$ cat config.mk
export PLATFORM = sky130hd
export DESIGN_NAME = ex_muldiv
export DESIGN_NICKNAME = d
export VERILOG_FILES = /design/src/rtl/ex_muldiv.sv
export SDC_FILE = /design/constraint.sdc
export NUM_CORES = 1
export LEC_CHECK = 0
export CAP_MARGIN = 20
export CORE_UTILIZATION = 30
export CTS_CLUSTER_SIZE = 20
export DETAILED_ROUTE_END_ITERATION = 10
export SYNTH_ARGS = -nofsm -noshare
export SYNTH_HDL_FRONTEND = slang
export SYNTH_SLANG_ARGS = --single-unit
$ cat constraint.sdc
create_clock -name clk -period 4.6 [get_ports clk]
set_clock_uncertainty 0.05 [all_clocks]
set_input_delay 0.69 -clock clk [delete_from_list [all_inputs] [get_ports clk]]
set_output_delay 0.69 -clock clk [all_outputs]
set_load 0.01 [all_outputs]
$ cat src/rtl/ex_muldiv.sv
// rtl/ex_muldiv.sv - iterative MULT/MULTU/DIV/DIVU unit with HI/LO registers
// Optional early termination of multiplies when MULDIV_EARLY_TERM_EN is defined.
module ex_muldiv #(
  parameter int WIDTH = 32,
  parameter int CNT_W = 6
) (
  input  logic             clk,
  input  logic             rst_n,
  input  logic             start,
  input  logic [1:0]       op,
  input  logic [WIDTH-1:0] a,
  input  logic [WIDTH-1:0] b,
  input  logic             abort,
  input  logic             mthi,
  input  logic             mtlo,
  input  logic [WIDTH-1:0] wdata,
  output logic [WIDTH-1:0] hi,
  output logic [WIDTH-1:0] lo,
  output logic             busy,
  output logic             done
);

  typedef enum logic [1:0] {IDLE, CALC, FIX} state_t;

  state_t             state;
  logic               sign_a, sign_b, is_div, div_zero;
  logic [CNT_W-1:0]   cnt;
  logic [WIDTH-1:0]   opnd;
  logic [2*WIDTH-1:0] acc;

  logic               op_signed, op_div, sa_in, sb_in;
  logic [WIDTH-1:0]   mag_a, mag_b;
  logic [WIDTH:0]     mul_sum, div_trial, div_rem;
  logic               div_ge;
  logic [2*WIDTH-1:0] mul_next, div_next, prod_fix;
  logic [WIDTH-1:0]   quo_fix, rem_fix;

  assign busy      = (state != IDLE);
  assign op_signed = ~op[0];
  assign op_div    = op[1];
  assign sa_in     = op_signed & a[WIDTH-1];
  assign sb_in     = op_signed & b[WIDTH-1];
  assign mag_a     = sa_in ? -a : a;
  assign mag_b     = sb_in ? -b : b;

  // Multiply: acc = {partial sum, multiplier}; add at the top, shift right.
  assign mul_sum  = {1'b0, acc[2*WIDTH-1:WIDTH]} + (acc[0] ? {1'b0, opnd} : '0);
  assign mul_next = {mul_sum, acc[WIDTH-1:1]};

  // Divide: acc = {remainder, dividend/quotient}; quotient bits enter at the bottom.
  assign div_trial = {acc[2*WIDTH-1:WIDTH], acc[WIDTH-1]};
  assign div_ge    = (div_trial >= {1'b0, opnd});
  assign div_rem   = div_ge ? (div_trial - {1'b0, opnd}) : div_trial;
  assign div_next  = {div_rem[WIDTH-1:0], acc[WIDTH-2:0], div_ge};

  assign prod_fix = (sign_a ^ sign_b) ? -acc : acc;
  assign quo_fix  = (sign_a ^ sign_b) ? -acc[WIDTH-1:0] : acc[WIDTH-1:0];
  assign rem_fix  = sign_a ? -acc[2*WIDTH-1:WIDTH] : acc[2*WIDTH-1:WIDTH];

`ifdef MULDIV_EARLY_TERM_EN
  logic [WIDTH-1:0] rem_mask;
  logic             mul_zero;
  // Low cnt bits of acc still hold unconsumed multiplier bits.
  assign rem_mask = ~({WIDTH{1'b1}} << cnt);
  assign mul_zero = ~is_div && ((acc[WIDTH-1:0] & rem_mask) == '0);
`endif

  always_ff @(posedge clk or negedge rst_n) begin
    if (!rst_n) begin
      state    <= IDLE;
      hi       <= '0;
      lo       <= '0;
      done     <= 1'b0;
      sign_a   <= 1'b0;
      sign_b   <= 1'b0;
      is_div   <= 1'b0;
      div_zero <= 1'b0;
      cnt      <= '0;
      opnd     <= '0;
      acc      <= '0;
    end else begin
      done <= 1'b0;
      case (state)
        IDLE: begin
          if (mthi) hi <= wdata;
          if (mtlo) lo <= wdata;
          if (start && !abort) begin
            is_div <= op_div;
            cnt    <= CNT_W'(WIDTH);
            if (op_div && (b == '0)) begin
              div_zero <= 1'b1;
              sign_a   <= 1'b0;
              sign_b   <= 1'b0;
              acc      <= {a, {WIDTH{1'b1}}};
              state    <= FIX;
            end else begin
              div_zero <= 1'b0;
              sign_a   <= sa_in;
              sign_b   <= sb_in;
              opnd     <= op_div ? mag_b : mag_a;
              acc      <= {{WIDTH{1'b0}}, (op_div ? mag_a : mag_b)};
              state    <= CALC;
            end
          end
        end
        CALC: begin
          if (abort) begin
            state <= IDLE;
          end else
`ifdef MULDIV_EARLY_TERM_EN
          if (mul_zero) begin
            acc   <= acc >> cnt;
            state <= FIX;
          end else
`endif
          begin
            acc <= is_div ? div_next : mul_next;
            cnt <= cnt - 1'b1;
            if (cnt == CNT_W'(1)) state <= FIX;
          end
        end
        FIX: begin
          if (!abort) begin
            if (div_zero) begin
              {hi, lo} <= acc;
            end else if (is_div) begin
              lo <= quo_fix;
              hi <= rem_fix;
            end else begin
              {hi, lo} <= prod_fix;
            end
            done <= 1'b1;
          end
          state <= IDLE;
        end
        default: state <= IDLE;
      endcase
    end
  end

endmodule

Word level (Yosys, flattened, before mapping):

Index checks and enable logic that the tools add are counted.

* bitwise operators: 5
* equality and inequality tests: 9
* reductions and logical operators: 14
* magnitude comparators: 1
* multiplexer cells: 37
* add/sub/neg operators: 8

Operators with widths (count)
* 32-bit two-way mux: 16
* 64-bit two-way mux: 5
* 32-bit negator: 4
* 32-bit one-hot mux with 2 select lines: 2
* 64-bit one-hot mux with 2 select lines: 1
* 64-bit negator: 1
* 32-bit by 32-bit adder with 33-bit output: 1
* 33-bit by 32-bit >= comparator with 1-bit output: 1
* 32-bit logical NOT: 1
* 32-bit subtractor: 1
* 6-bit two-way mux: 2
* 6-bit one-hot mux with 2 select lines: 1
* 3-bit AND reduction: 4
* 2-bit != test (second input constant): 5
* 2-bit two-way mux: 4
* 6-bit by 1-bit equality test with 1-bit output (second input constant): 1
* 2-bit nonzero test: 3
* 6-bit by 1-bit subtractor with 6-bit output (second input constant): 1
* 1-bit two-way mux: 5
* 2-bit one-hot mux with 2 select lines: 1
* 2-bit AND reduction: 2
* 3-bit != test (second input constant): 1
* 1-bit bitwise AND: 2
* 2-bit by 1-bit equality test with 1-bit output (second input constant): 1
* 6 further kinds: 8

* output and inout port bits: 66
* input port bits: 104
* bits in registers: 173

Longest topological paths before layout:

* depth after elaboration: 7
* depth in mapped cells: 15

Least setup slack after synthesis:

No wires, ideal clock.

* kind: reg-to-reg
* from: register acc[50]
* to: register acc[0]
* period minus slack after synthesis: 3.271 ns
* data arrival time: 3.095 ns
* setup time: 0.126 ns
* setup slack: 1.329 ns
* cell stages (with the launch flop): 12
* path through: dfrtp_1 -> ha_1 -> clkbuf_1 -> a21o_1 -> nor3_1 -> o21ai_0 -> a22oi_1 -> a21oi_1 -> nor4_1 -> clkbuf_1 -> a21oi_1 -> a221o_1

* longest elaborated chain between the ends: 4

RTL lines
* start: declaration: line 29 `logic [2*WIDTH-1:0] acc;`
* start signal: assignment: line 94 `acc <= {a, {WIDTH{1'b1}}};`
* start signal: assignment: line 101 `acc <= {{WIDTH{1'b0}}, (op_div ? mag_a : mag_b)};`
* start signal: assignment: line 117 `acc <= is_div ? div_next : mul_next;`
* 33-bit by 32-bit >= comparator with 1-bit output: line 52 `assign div_ge = (div_trial >= {1'b0, opnd});`
* 64-bit two-way mux: line 117
* 64-bit two-way mux: line 107 `if (abort) begin`
* 64-bit one-hot mux with 2 select lines: line 83 `case (state)`

No other way between the ends. The select of a mux whose other input is x is not followed.
A chain may end at the register's enable or synchronous reset.

Worst setup path in the final report:

* from: register acc[0]
* to: register acc[61]

* longest elaborated chain between the ends: 5

RTL lines
* 32-bit two-way mux: line 47 `assign mul_sum = {1'b0, acc[2*WIDTH-1:WIDTH]} + (acc[0] ? {1'b0, opnd} : '0);`
* 32-bit by 32-bit adder with 33-bit output: line 47
* 64-bit two-way mux: line 117
* 64-bit two-way mux: line 107
* 64-bit one-hot mux with 2 select lines: line 83

No other way between the ends. The select of a mux whose other input is x is not followed.

==> results by group <==
Detailed routing
  – Final ANT Viol Nets: 0
  – First-pass iteration count of the detailed router: 6
  – Total Wirelength: ~65000 um
  – DR vias/cell: about 5.7
  – Via count: 16300
  – Mean routed wirelength per cell: 22.6 um
  – DRT iter0 DRCs: 1588
  – DRC Markers: 0

CTS
  – Clock Tree Root: clkbuf_16
  – CTS tree: done
  – Clk slew on worst S/H paths: roughly 0.08 ns
  – Latest clock arrival within the worst-skew pair: between 0.4 and 0.5 ns
  – # Post-CTS Setup Buffers: 0
  – H-tree depth: 4
  – CTS resizes: 0
  – Sink Count: 173
  – CTS Hold Buffers Added: 0
  – Clk buf depth: 2
  – Num CTS Buffers: 17

Placed design
  – Global placement routability congestion: 0.948
  – Pre-CTS WS: approximately 0.56 ns
  – Placed cell area: 18100 um^2
  – Port Buffers: around 170
  – HPWL Detailed: a little over 50000 um

STA
  – Max-slew violations: 0
  – Setup Viol. Count Final: 0
  – Period utilization: 0.866
  – Slew Limit Headroom: 0.298
  – Worst setup margin: around 0.62 ns
  – Fmax: between 200 and 300 MHz
  – Period minus WS final: between 3 and 4 ns
  – Final setup TNS: 0 ns
  – Endpoints failing hold: 0
  – Worst-margin pin slew: between 1 and 1.5 ns
  – RSZ-0062 raised after global routing: false

Synth
  – YS warnings: 0
  – EDFF count, synth: 0
  – Share of async-settable or async-resettable flops after synthesis: 1.00
  – Post-synth top cells: nor2_1 (247), nand2_1 (237), a21oi_1 (211)
  – #FFs+latches synth: between 150 and 200
  – Post-Syn Nets: 2240
  – Post-synth top area share: 0.279
  – Synth unique cells: 69
  – Syn Area/Cell: around 7.5 um^2
  – Main synth FF type: dfrtp_1
  – Synth Instances: roughly 2100
  – Sequential-to-total area share from yosys stat: 0.279
  – Top-count cell post-synth: nor2_1
  – Synth area leader: dfrtp_1
  – Mapped Area: between 15000 and 20000 um^2
  – Synth top area cells: dfrtp_1 (28%), a21oi_1 (6.8%), nor2_1 (6.0%)

Critical path
  – Setup Crit Path Kind: reg2reg
  – R2R Setup Slk: between 0.6 and 0.7 ns
  – Worst EP required: slightly below 5 ns
  – Arrival time at the worst endpoint: roughly 4.3 ns
  – Worst Setup Start Kind: flop
  – CP Capture Type: flop
  – Crit-path max FO: 6

Layout
  – Share of layout cells above drive strength 1: 0.0640
  – Design area: 18700 um^2
  – Area growth from synthesis to layout: 20.6%
  – Fin nets: ~2400
  – # diodes: 0
  – Filler cells: between 5000 and 6000
  – Area occupied by multi-input gates: between 10000 and 15000 um^2
  – FF+latch area: between 4000 and 5000 um^2

Die
  – Initial Utilization: 0.306
  – Io pins: 170
  – Core area: a little over 50000 um^2
  – Cell Rows: slightly above 80
  – Die width: approximately 230 um
  – Die Area: between 50000 and 60000 um^2
  – Die Ht: between 200 and 250 um

Worst hold path
  – Worst Hold Class: in2async

Power and ir drop
  – Max VDD drop: 0.323 mV
  – Leakage Power: 7.62 nW
  – P per Cell Area: ~620 nW/um^2

GRT
  – Initial antenna violation count: 4
  – Overflow after GRT: 0
  – First-pass GRT wire length: about 97000 um
  – Vias in the first global route: between 15000 and 20000
  – GRT Total Usage: 0.242
  – Pin count of the biggest net entering global routing: around 110

Flow run
  – Max-cap violations: 0

Status
  – Status: completed
[cells in the final DEF (no fill, tap or decap), types with 16 or more instances in the layout]
cell and count:
o22ai_1 19, mux2i_1 32, clkdlybuf4s50_1 167, buf_4 58
o31ai_1 43, xor2_1 73, mux2_2 18, nor2_1 245
a21o_1 27, o211ai_1 16, a31oi_1 28, xnor2_1 104
nor4_1 25, nand3_1 39, nand2_1 237, nor3_1 52
a21oi_1 209, ha_1 70, and3_1 20, nor2b_1 16
o21ai_0 177, dfrtp_1 172, clkbuf_16 17, inv_1 70
a211oi_1 29
[path summary, 6_finish.rpt]
check,depth (start not counted),from,to
max in group asynchronous,2,rst_n,acc[45]$_DFFE_PN0P_
setup / recovery,14,acc[0]$_DFFE_PN0P_,acc[61]$_DFFE_PN0P_
min in group clk,2,lo[7]$_DFFE_PN0P_,lo[7]$_DFFE_PN0P_
setup reg to reg,14,acc[0]$_DFFE_PN0P_,acc[61]$_DFFE_PN0P_
hold reg to reg,2,lo[7]$_DFFE_PN0P_,lo[7]$_DFFE_PN0P_
hold / removal,1,rst_n,done$_DFF_PN0_
[final cells by class]
cell class                      count  share of cell area
Multi-Input combinational cell   1695               0.560
Sequential cell                   173               0.232
Timing Repair Buffer              231               0.118
Tap cell                          672              0.0450
Clock buffer                       17              0.0228
Inverter                           71              0.0143
Clock inverter                     15             0.00823
[power by group]
group          leakage, nW  switching (mW)  internal, mW
Clock                0.285           0.762         0.769
Combinational         5.25            4.42          2.97
Sequential            2.09           0.669          1.98
Total                 7.62            5.85          5.72
[stage by stage]
| stage | power [mW] | utilization | instances | hold WS, ns |
|---|---|---|---|---|
| detailed placement | 9.90 | 0.358 | 2841 | 0.418 |
| CTS | 11.4 | 0.369 | 2873 | 0.308 |
| global route | 12.3 | 0.370 | 2874 | 0.310 |
| finish | 11.6 | 0.370 | 2874 | 0.236 |
| global placement | 9.84 | 0.358 | 2840 | 0.415 |
| floorplan | 7.31 | - | 2064 | 0.344 |
[kinds of logic after synthesis]
kind of cell | after synthesis | share of synthesized area
AO/OA/AOI/OAI | 668 | 0.265
flip-flops | 173 | 0.279
AND/OR/NAND/NOR | 728 | 0.215
XOR/XNOR | 177 | 0.100
buffers and inverters | 196 | 0.0477
adder cells (fa/ha/maj) | 72 | 0.0591
multiplexers | 50 | 0.0337
[metal layers]
layer  GRT usage  vias to the layer above  part of all wire
li1            -                     7695                 -
met1       0.339                     7770              0.45
met2       0.374                      727              0.44
met3      0.0482                       95             0.081
met4      0.0719                        2             0.028
met5           0                        -           0.00022
[critical path, stage by stage, from the launching register on]
cell and delay, ns:
dfrtp_1 0.38, buf_4 0.18, and2_1 0.15, ha_1 0.21, fa_1 0.43, a211oi_1 0.47
o211ai_1 0.19, a31oi_1 0.38, o31ai_1 0.28, a31oi_1 0.26, buf_4 0.19, o221ai_1 0.12
a21oi_1 0.19, xor2_1 0.22, o311ai_0 0.13
[state kept, by name (all words and copies together) (netlist names)]
register	flops
cnt	6
opnd	32
is_div	1
lo	32
done	1
hi	32
acc	64
div_zero	1
sign_b	1
state	2
sign_a	1
(Power assumes the default switching activity.)
